### config.mk
export PLATFORM = sky130hd
export DESIGN_NAME = imem_row_seq_decoder_flat
export DESIGN_NICKNAME = d
export VERILOG_FILES = /design/src/rtl/imem_row_seq_decoder_pkg.sv /design/src/rtl/imem_row_seq_decoder_if.sv /design/src/rtl/imem_row_seq_decoder_onehot_dec.sv /design/src/rtl/imem_row_seq_decoder.sv /design/src/flat_wrapper.sv
export SDC_FILE = /design/constraint.sdc
export NUM_CORES = 1
export LEC_CHECK = 0
export ABC_AREA = 1
export ABC_CLOCK_PERIOD_IN_PS = 4140
export CAP_MARGIN = 0
export CORE_UTILIZATION = 45
export CTS_CLUSTER_SIZE = 28
export DETAILED_ROUTE_END_ITERATION = 12
export PLACE_DENSITY = 0.73
export RECOVER_POWER = 25
export SKIP_CTS_REPAIR_TIMING = 1
export SKIP_LAST_GASP = 1
export SLEW_MARGIN = 15
export SYNTH_ARGS = -nofsm -noshare
export SYNTH_HDL_FRONTEND = slang
export SYNTH_SLANG_ARGS = --single-unit
### constraint.sdc
create_clock -name clk -period 4.14 [get_ports clk]
set_input_delay 0.828 -clock clk [delete_from_list [all_inputs] [get_ports clk]]
set_output_delay 0.828 -clock clk [all_outputs]
set_load 0.02 [all_outputs]
### src/rtl/imem_row_seq_decoder_pkg.sv
// Shared types and helpers for the sequenced instruction-memory row decoder.
// Holds the FSM state enum, length-field width formula and length clamp.
package imem_dec_pkg;

  typedef enum logic {
    IDLE = 1'b0,
    BEAT = 1'b1
  } state_e;

  localparam int DEF_ADDR_W    = 4;
  localparam int DEF_BURST_MAX = 4;

  function automatic int len_w(input int bmax);
    return $clog2(bmax + 1);
  endfunction

  localparam int DEF_LEN_W = $clog2(DEF_BURST_MAX + 1);

  // A zero length still fetches one row; oversize bursts saturate.
  function automatic int clamp_len(input int len, input int bmax);
    if (len == 0) return 1;
    if (len > bmax) return bmax;
    return len;
  endfunction

endpackage

### src/rtl/imem_row_seq_decoder_if.sv
// Request/row-select bundle between fetch address logic and the decoder.
// IMEM_DEC_PARITY_EN adds req_addr_par and addr_err.
interface imem_row_seq_decoder_if
  import imem_dec_pkg::*;
#(
  parameter int ADDR_W    = 4,
  parameter int BURST_MAX = 4
);

  localparam int ROWS  = 2 ** ADDR_W;
  localparam int LEN_W = len_w(BURST_MAX);

  logic              req_valid;
  logic              req_ready;
  logic [ADDR_W-1:0] req_addr;
  logic [LEN_W-1:0]  req_len;
  logic [ROWS-1:0]   row_sel;
  logic              row_strobe;
  logic              row_last;
  logic              busy;
`ifdef IMEM_DEC_PARITY_EN
  logic              req_addr_par;
  logic              addr_err;
`endif

  modport master (
`ifdef IMEM_DEC_PARITY_EN
    output req_addr_par,
    input  addr_err,
`endif
    output req_valid,
    output req_addr,
    output req_len,
    input  req_ready,
    input  row_sel,
    input  row_strobe,
    input  row_last,
    input  busy
  );

  modport slave (
`ifdef IMEM_DEC_PARITY_EN
    input  req_addr_par,
    output addr_err,
`endif
    input  req_valid,
    input  req_addr,
    input  req_len,
    output req_ready,
    output row_sel,
    output row_strobe,
    output row_last,
    output busy
  );

endinterface

### src/rtl/imem_row_seq_decoder_onehot_dec.sv
// Combinational ADDR_W to 2**ADDR_W one-hot row decoder.
// No configuration macros.
module onehot_dec #(
  parameter int ADDR_W = 4
) (
  input  logic [ADDR_W-1:0]      addr,
  output logic [2**ADDR_W-1:0]   onehot
);

  always_comb begin
    onehot       = '0;
    onehot[addr] = 1'b1;
  end

endmodule

### src/rtl/imem_row_seq_decoder.sv
// Sequenced one-hot row-select decoder with wait states and bursts.
// IMEM_DEC_PARITY_EN enables request address parity checking.
module imem_row_seq_decoder
  import imem_dec_pkg::*;
#(
  parameter int ADDR_W      = 4,
  parameter int WAIT_CYCLES = 1,
  parameter int BURST_MAX   = 4
) (
  input  logic clk,
  input  logic reset,
  imem_row_seq_decoder_if.slave bus
);

  localparam int ROWS   = 2 ** ADDR_W;
  localparam int LEN_W  = len_w(BURST_MAX);
  localparam int WCNT_W =
    (WAIT_CYCLES > 0) ? $clog2(WAIT_CYCLES + 1) : 1;
  localparam logic [WCNT_W-1:0] WAIT_LAST =
    WCNT_W'(WAIT_CYCLES);

  state_e            state_q, state_d;
  logic [ADDR_W-1:0] addr_q, addr_d;
  logic [LEN_W-1:0]  left_q, left_d;
  logic [WCNT_W-1:0] wcnt_q, wcnt_d;
  logic              busy_q, busy_d;
  logic [ROWS-1:0]   row_sel_q, row_sel_d;
  logic              row_strobe_q, row_strobe_d;
  logic              row_last_q, row_last_d;
  logic [ROWS-1:0]   dec_out;
  logic              par_ok;

`ifdef IMEM_DEC_PARITY_EN
  logic err_q, err_d;
  assign par_ok = (bus.req_addr_par == ^bus.req_addr);
`else
  assign par_ok = 1'b1;
`endif

  // Decode the address the row register will hold next cycle.
  onehot_dec #(
    .ADDR_W (ADDR_W)
  ) u_dec (
    .addr   (addr_d),
    .onehot (dec_out)
  );

  always_comb begin
    state_d = state_q;
    addr_d  = addr_q;
    left_d  = left_q;
    wcnt_d  = wcnt_q;
`ifdef IMEM_DEC_PARITY_EN
    err_d   = 1'b0;
`endif
    unique case (state_q)
      IDLE: begin
`ifdef IMEM_DEC_PARITY_EN
        err_d = bus.req_valid && !par_ok;
`endif
        if (bus.req_valid && par_ok) begin
          state_d = BEAT;
          addr_d  = bus.req_addr;
          left_d  = LEN_W'(clamp_len(
                      int'(bus.req_len), BURST_MAX));
          wcnt_d  = '0;
        end
      end
      BEAT: begin
        if (wcnt_q == WAIT_LAST) begin
          wcnt_d = '0;
          if (left_q <= LEN_W'(1)) begin
            state_d = IDLE;
            left_d  = '0;
          end else begin
            addr_d = addr_q + ADDR_W'(1);
            left_d = left_q - LEN_W'(1);
          end
        end else begin
          wcnt_d = wcnt_q + WCNT_W'(1);
        end
      end
      default: state_d = IDLE;
    endcase

    busy_d       = (state_d == BEAT);
    row_sel_d    = busy_d ? dec_out : '0;
    row_strobe_d = busy_d && (wcnt_d == WAIT_LAST);
    row_last_d   = row_strobe_d && (left_d == LEN_W'(1));
  end

  always_ff @(posedge clk) begin
    if (reset) begin
      state_q      <= IDLE;
      addr_q       <= '0;
      left_q       <= '0;
      wcnt_q       <= '0;
      busy_q       <= 1'b0;
      row_sel_q    <= '0;
      row_strobe_q <= 1'b0;
      row_last_q   <= 1'b0;
    end else begin
      state_q      <= state_d;
      addr_q       <= addr_d;
      left_q       <= left_d;
      wcnt_q       <= wcnt_d;
      busy_q       <= busy_d;
      row_sel_q    <= row_sel_d;
      row_strobe_q <= row_strobe_d;
      row_last_q   <= row_last_d;
    end
  end

`ifdef IMEM_DEC_PARITY_EN
  always_ff @(posedge clk) begin
    if (reset) err_q <= 1'b0;
    else       err_q <= err_d;
  end
  assign bus.addr_err = err_q;
`endif

  assign bus.req_ready  = (state_q == IDLE);
  assign bus.row_sel    = row_sel_q;
  assign bus.row_strobe = row_strobe_q;
  assign bus.row_last   = row_last_q;
  assign bus.busy       = busy_q;

endmodule

### src/flat_wrapper.sv
// flat-port wrapper written by rule: the top's interface ports become plain ports
module imem_row_seq_decoder_flat import imem_dec_pkg::*;
#(
  parameter int ADDR_W      = 4,
  parameter int WAIT_CYCLES = 1,
  parameter int BURST_MAX   = 4
)
  (clk, reset, bus_req_valid, bus_req_addr, bus_req_len, bus_req_ready, bus_row_sel, bus_row_strobe, bus_row_last, bus_busy);
  imem_row_seq_decoder_if #(.ADDR_W(ADDR_W), .BURST_MAX(BURST_MAX)) bus_i ();
  input  logic clk;
  input  logic reset;
  input wire logic [$bits(bus_i.req_valid)-1:0] bus_req_valid;
  input wire logic [$bits(bus_i.req_addr)-1:0] bus_req_addr;
  input wire logic [$bits(bus_i.req_len)-1:0] bus_req_len;
  output wire logic [$bits(bus_i.req_ready)-1:0] bus_req_ready;
  output wire logic [$bits(bus_i.row_sel)-1:0] bus_row_sel;
  output wire logic [$bits(bus_i.row_strobe)-1:0] bus_row_strobe;
  output wire logic [$bits(bus_i.row_last)-1:0] bus_row_last;
  output wire logic [$bits(bus_i.busy)-1:0] bus_busy;
  assign bus_i.req_valid = bus_req_valid;
  assign bus_i.req_addr = bus_req_addr;
  assign bus_i.req_len = bus_req_len;
  assign bus_req_ready = bus_i.req_ready;
  assign bus_row_sel = bus_i.row_sel;
  assign bus_row_strobe = bus_i.row_strobe;
  assign bus_row_last = bus_i.row_last;
  assign bus_busy = bus_i.busy;
  imem_row_seq_decoder #(.ADDR_W(ADDR_W), .WAIT_CYCLES(WAIT_CYCLES), .BURST_MAX(BURST_MAX)) u_core (.clk(clk), .reset(reset), .bus(bus_i));
endmodule
==> results of run 1 <==
-- cells by family (layout without fill, tap and decap cells) --
logic type,count (synthesis),in the layout
adder cells (fa/ha/maj),3,3
flip-flops,27,27
XOR/XNOR,1,1
AND/OR/NAND/NOR,86,86
buffers and inverters,24,52
AO/OA/AOI/OAI,20,20
-- routing by layer --
metal  routed length (µm)  up-vias  share of wire, %  global-route usage (%)
met2                 1380       29                50                   32.53
met4                   13        0              0.47                   5.714
met3                  106        2               3.8                   2.342
met1                 1257      508                46                   25.74
met5                    0        -                 0                       0
li1                     -      575                 -                       -
-- placed cells by master, fill, tap and decap left out, types with 6 or more instances in the layout --
cell type | synthesis | routed
inv_1 | 12 | 13
nand3_2 | 10 | 10
clkdlybuf4s50_1 | 0 | 27
o21ai_0 | 5 | 7
dfxtp_1 | 27 | 27
a21oi_1 | 8 | 8
nand2_1 | 24 | 24
nand2_4 | 6 | 6
nand3_1 | 9 | 9
nand2_2 | 8 | 8
nor2_1 | 25 | 25
-- where the power goes --
part	switching (mW)	total, mW	internal (mW)	leakage (nW)
combinational	0.0974	0.159	0.0618	0.416
sequential	0.0203	0.295	0.275	0.220
clock	0.0793	0.116	0.0368	0.0139
total	0.197	0.570	0.373	0.650
-- worst reg2reg max path, stage by stage, from the launching register on --
cell        delay (ps)
dfxtp_1            790
inv_2              220
nand2_1            110
nand3_1             70
nand2_1             80
clkinvlp_2         220
nand3_2            190
nor2_1              70
-- registers in the layout (all words and copies together) (netlist names) --
register	cells
u_core.bus.row_last	1
u_core.left_q	3
u_core.addr_q	4
u_core.wcnt_q	1
u_core.bus.row_strobe	1
u_core.bus.row_sel	16
u_core.state_q	1
-- cell usage after synthesis (4+ instances only) --
cell type | count | area, µm²
nand3_1 | 9 | 45.04
nor2_1 | 25 | 93.84
inv_1 | 12 | 45.04
nand3_2 | 10 | 100.1
nand2_2 | 8 | 50.05
o21ai_0 | 5 | 25.02
dfxtp_1 | 27 | 540.5
a21oi_1 | 8 | 40.04
nand2_1 | 24 | 90.09
nand2_4 | 6 | 67.56
inv_2 | 4 | 15.01
-- worst min path at each step --
stage | startpoint | endpoint | slack [ps] | cells after the start
after global placement | u_core.left_q[1] | u_core.left_q[1] | 570 | 2
after floorplan | u_core.left_q[1] | u_core.left_q[1] | 530 | 2
final | u_core.left_q[1] | u_core.left_q[1] | 590 | 2
after CTS | u_core.left_q[1] | u_core.left_q[1] | 580 | 2
after global routing | u_core.left_q[1] | u_core.left_q[1] | 610 | 2
after detailed placement | u_core.left_q[1] | u_core.left_q[1] | 560 | 2
-- metrics by stage --
stage / utilization, % / setup slack [ps] / power (mW) / cells / area (µm²)
floorplan: - / 2530 / 0.4158 / 161 / 1275
global route: 62.48 / 1269 / 0.6051 / 219 / 1604
detailed placement: 61.31 / 1775 / 0.4611 / 215 / 1574
global placement: 61.31 / 1822 / 0.4544 / 215 / 1574
finish: 62.48 / 1380 / 0.5704 / 219 / 1604
CTS: 62.48 / 1389 / 0.5729 / 219 / 1604
-- area by class of cell --
class | count | area (µm²) | area share, %
multi-input combinational | 110 | 628.1 | 39.16
sequential | 27 | 540.5 | 33.70
timing repair buffer | 29 | 290.3 | 18.10
inverter | 19 | 77.57 | 4.836
tap | 30 | 37.54 | 2.340
clock buffer | 3 | 22.52 | 1.404
clock inverter | 1 | 7.507 | 0.4680
==> flow_metrics.env, run 1 <==
export IMPL_core_area_um2=2567
export IMPL_cp_depth=2
export IMPL_crit_chain="inv_2 -> clkdlybuf4s50_1"
export IMPL_whs_ps=589.8
export IMPL_slowest_stage="dfxtp_1"
export IMPL_synth_edf_count=0
export IMPL_tightest_slew_ps=675.2
export IMPL_worstSetupStartpoint="u_core.state_q"
export IMPL_syn_area_per_cell_um2=7.919
export IMPL_antenna_found_initial=0
export IMPL_min_path_type="reg2reg"
export IMPL_finalCriticalPeriod_ps=2760
export IMPL_path_clk_slew_ps=150
export IMPL_dp_hpwl_um=2206
export IMPL_diodes=0
export IMPL_fmax_mhz=362.4
export IMPL_htree_levels=1
export IMPL_cp_data_arrival_time_ps=1930
export IMPL_fp_row_count=18
export IMPL_finalSetupTns_ps=0
export IMPL_io_buffers=29
export IMPL_setup_viol=0
export IMPL_num_nets_final=203
export IMPL_synthAdderAreaFrac_pct=2.944
export IMPL_drt_iter0_markers=32
export IMPL_synthMuxAreaShare_pct=0
export IMPL_firstDrtPassIters=4
export IMPL_cts_buffers=3
export IMPL_grt_pass1_wl_um=4740
export IMPL_ir_drop_mv=0.2548
export IMPL_endpoint_kind="output pin"
export IMPL_worstSetupEndpoint="bus_req_ready"
export IMPL_worstPathMaxFanout=17
export IMPL_synth_cells=161
export IMPL_clkSinkCount=27
export IMPL_cp_top_family="buffers and inverters"
export IMPL_critPathLaunchType="flop"
export IMPL_cts_buffer_depth=2
export IMPL_cts_tree="built"
export IMPL_clk_latency_ps=320
export IMPL_drive_above_1_share_pct=18.52
export IMPL_p_per_area_nw_per_um2=355.6
export IMPL_slew_viol_final=0
export IMPL_grt_max_degree=18
export IMPL_synth_compound_area_share_pct=8.734
export IMPL_initial_core_util_pct=49.66
export IMPL_die_y_um=55.23
export IMPL_cp_required_ps=3310
export IMPL_r2r_end="u_core.bus.row_sel[11]"
export IMPL_fillCellCount=232
export IMPL_synth_nets=174
export IMPL_io_pins=30
export IMPL_r2r_cells=7
export IMPL_postRouteAntennaNets=0
export IMPL_drv_cap=0
export IMPL_synth_simple_area_share_pct=36.90
export IMPL_grt_pass1_vias=1063
export IMPL_vias_per_cell=5.087
export IMPL_max_slew_margin_rel_pct=54.93
export IMPL_yosys_warnings=0
export IMPL_syn_cell_area_um2=1275
export IMPL_r2r_start="u_core.state_q"
export IMPL_grt_ovfl_total=0
export IMPL_synth_xor_area_share_pct=0.6869
export IMPL_crit_type="reg2out"
export IMPL_wl_per_cell_um=12.59
export IMPL_ys_types=25
export IMPL_drt_wl_total_um=2758
export IMPL_drc=0
export IMPL_synth_top_family_by_area="simple AND/OR/NAND/NOR gates"
export IMPL_async_reset_ff_share_pct=0
export IMPL_via_count=1114
export IMPL_syn_to_final_growth_pct=25.81
export IMPL_fin_crit_sh_pct=66.66
export IMPL_rsz0062_at_grt="no"
export IMPL_seq_area_frac_synth_pct=42.39
export IMPL_ys_dominant_reg_cell="dfxtp_1"
export IMPL_finalHoldViolations=0
export IMPL_fp_dieArea_um2=3050
export IMPL_die_w_um=55.23
export IMPL_slowest_delay_ps=790
export IMPL_cts_root_buf="clkbuf_4"
export IMPL_path_buf_inv=2
export IMPL_reg2reg_setup_slack_ps=2290
export IMPL_gp_congestion=0.8567
export IMPL_ys_ff_latch=27
export IMPL_leakage_nw=0.6499
export IMPL_outcome="finished, final reports clean"
export IMPL_finClkSkew_ps=7.836
export IMPL_grtUsageTotal_pct=19.27
No activity file was read; power rests on OpenSTA's default activity.
==> run 2, diff against run 1 <==
Settings changed: ABC_CLOCK_PERIOD_IN_PS 4140 to 2670.
Clock period 4.14 ns to 2.67 ns, I/O delays scaled along.
==> run 2 against run 1 <==
Power is 52% higher; critical path depth stayed put; first-iteration DRC count is 47% lower; global-route usage is 0.78 points lower; worst setup slack worse by 710 ps; register-to-register slack worse by 1500 ps; non-clock buffer count is 2 higher; via count is 1.9% lower; sequential share of layout area is 0.32 points higher; die area stayed put; sequential power is 51% higher; wire length is 5.7% lower; critical endpoint unchanged; highest routed layer unchanged.
==> flow_metrics.env, run 2 (same netlist as run 1, synthesis figures left out) <==
export IMPL_tightest_slew_ps=372.4
export IMPL_initial_core_util_pct=49.66
export IMPL_die_w_um=55.23
export IMPL_combinationalPowerShare_pct=28.7
export IMPL_endpoint_kind="output pin"
export IMPL_finalSetupTns_ps=0
export IMPL_grtUsageTotal_pct=18.49
export IMPL_critPathLaunchType="flop"
export IMPL_rsz0062_at_grt="no"
export IMPL_io_buffers=29
export IMPL_whs_ps=557.8
export IMPL_finalHoldViolations=0
export IMPL_clkSinkCount=27
export IMPL_clk_latency_ps=320
export IMPL_drt_wl_total_um=2602
export IMPL_cp_required_ps=2140
export IMPL_crit_chain="inv_2 -> clkdlybuf4s50_1"
export IMPL_fp_dieArea_um2=3050
export IMPL_largest_register_ffs=16
export IMPL_finalCriticalPeriod_ps=1995
export IMPL_ir_drop_mv=0.4376
export IMPL_die_y_um=55.23
export IMPL_path_clk_slew_ps=140
export IMPL_seq_power_share_pct=51.6
export IMPL_grt_ovfl_total=0
export IMPL_leakage_nw=0.6477
export IMPL_cts_tree="built"
export IMPL_p_sw_mw=0.2849
export IMPL_fmax_mhz=501.2
export IMPL_num_nets_final=205
export IMPL_min_path_type="reg2reg"
export IMPL_io_pins=30
export IMPL_cp_data_arrival_time_ps=1460
export IMPL_crit_type="reg2out"
export IMPL_slowest_delay_ps=630
export IMPL_outcome="finished, final reports clean"
export IMPL_worstPathMaxFanout=10
export IMPL_p_int_mw=0.5795
export IMPL_fin_crit_sh_pct=74.73
export IMPL_firstDrtPassIters=4
export IMPL_swShare_pct=32.96
export IMPL_slew_viol_final=0
export IMPL_finClkSkew_ps=5.456
export IMPL_grt_pass1_wl_um=4485
export IMPL_max_slew_margin_rel_pct=75.14
export IMPL_layout_common_cells="clkdlybuf4s50_1, nand2_1, dfxtp_1"
export IMPL_via_count=1093
export IMPL_grt_max_degree=16
export IMPL_wl_per_cell_um=11.77
export IMPL_p_per_area_nw_per_um2=544.0
export IMPL_cts_root_buf="clkbuf_4"
export IMPL_syn_to_final_growth_pct=24.63
export IMPL_gp_congestion=0.8818
export IMPL_grt_pass1_vias=1010
export IMPL_setup_viol=0
export IMPL_slowest_stage="clkdlybuf4s50_1"
export IMPL_drive_above_1_share_pct=16.23
export IMPL_dp_hpwl_um=2040
export IMPL_core_area_um2=2567
export IMPL_fp_row_count=18
export IMPL_clkPwrFrac_pct=19.7
export IMPL_cts_buffers=3
export IMPL_vias_per_cell=4.946
export IMPL_antenna_found_initial=0
export IMPL_drc=0
export IMPL_fillCellCount=247
export IMPL_htree_levels=1
export IMPL_final_common_cell="clkdlybuf4s50_1"
export IMPL_drt_iter0_markers=17
export IMPL_cts_buffer_depth=2
export IMPL_postRouteAntennaNets=0
export IMPL_drv_cap=0
export IMPL_diodes=0
-- run 2: worst paths after layout --
kind	cells after the start	start	to	slack, ps
setup reg to reg	11	u_core.left_q[1]	u_core.bus.row_sel[10]	800
hold / removal	2	u_core.left_q[1]	u_core.left_q[1]	560
hold reg to reg	2	u_core.left_q[1]	u_core.left_q[1]	560
setup / recovery	2	u_core.state_q	bus_req_ready	670
-- run 2: metal layers --
metal	share of wire [%]	wire [µm]	vias up	track usage [%]
li1	-	-	575	-
met1	49	1264	495	23.42
met2	47	1233	21	30.98
met3	3.5	90	2	4.918
met4	0.46	12	0	5.000
met5	0	0	-	0
-- run 2: worst max-delay path, delay by kind of cell, from the launching register on --
family                 cells  cell delay, ps
buffers and inverters      2             780
DFF                        1             360
-- run 2: power groups by stage --
stage	Sequential [mW]	Combinational [mW]	Clock, mW
after floorplan	0.461	0.183	0
after global routing	0.449	0.274	0.197
after CTS	0.447	0.261	0.179
final	0.446	0.248	0.170
after detailed placement	0.456	0.260	0
after global placement	0.456	0.255	0
-- run 2: layout make-up --
cell class	instances	area [µm²]	area share, %
clock buffers	4	26.28	1.654
inverters	19	77.57	4.882
well taps	30	37.54	2.362
multi-input cells	110	601.8	37.87
flip-flops and latches	27	540.5	34.02
repair buffers	31	305.3	19.21
-- run 2: per-stage QoR --
step | instances | setup slack [ps] | cell area [µm²] | power (mW) | util (%)
after detailed placement | 217 | 657.6 | 1589 | 0.7159 | 61.89
after floorplan | 161 | 1293 | 1275 | 0.6447 | -
final | 221 | 674.7 | 1589 | 0.8644 | 61.89
after global placement | 217 | 731.0 | 1589 | 0.7106 | 61.89
after CTS | 221 | 659.3 | 1615 | 0.8864 | 62.91
after global routing | 221 | 571.4 | 1589 | 0.9209 | 61.89
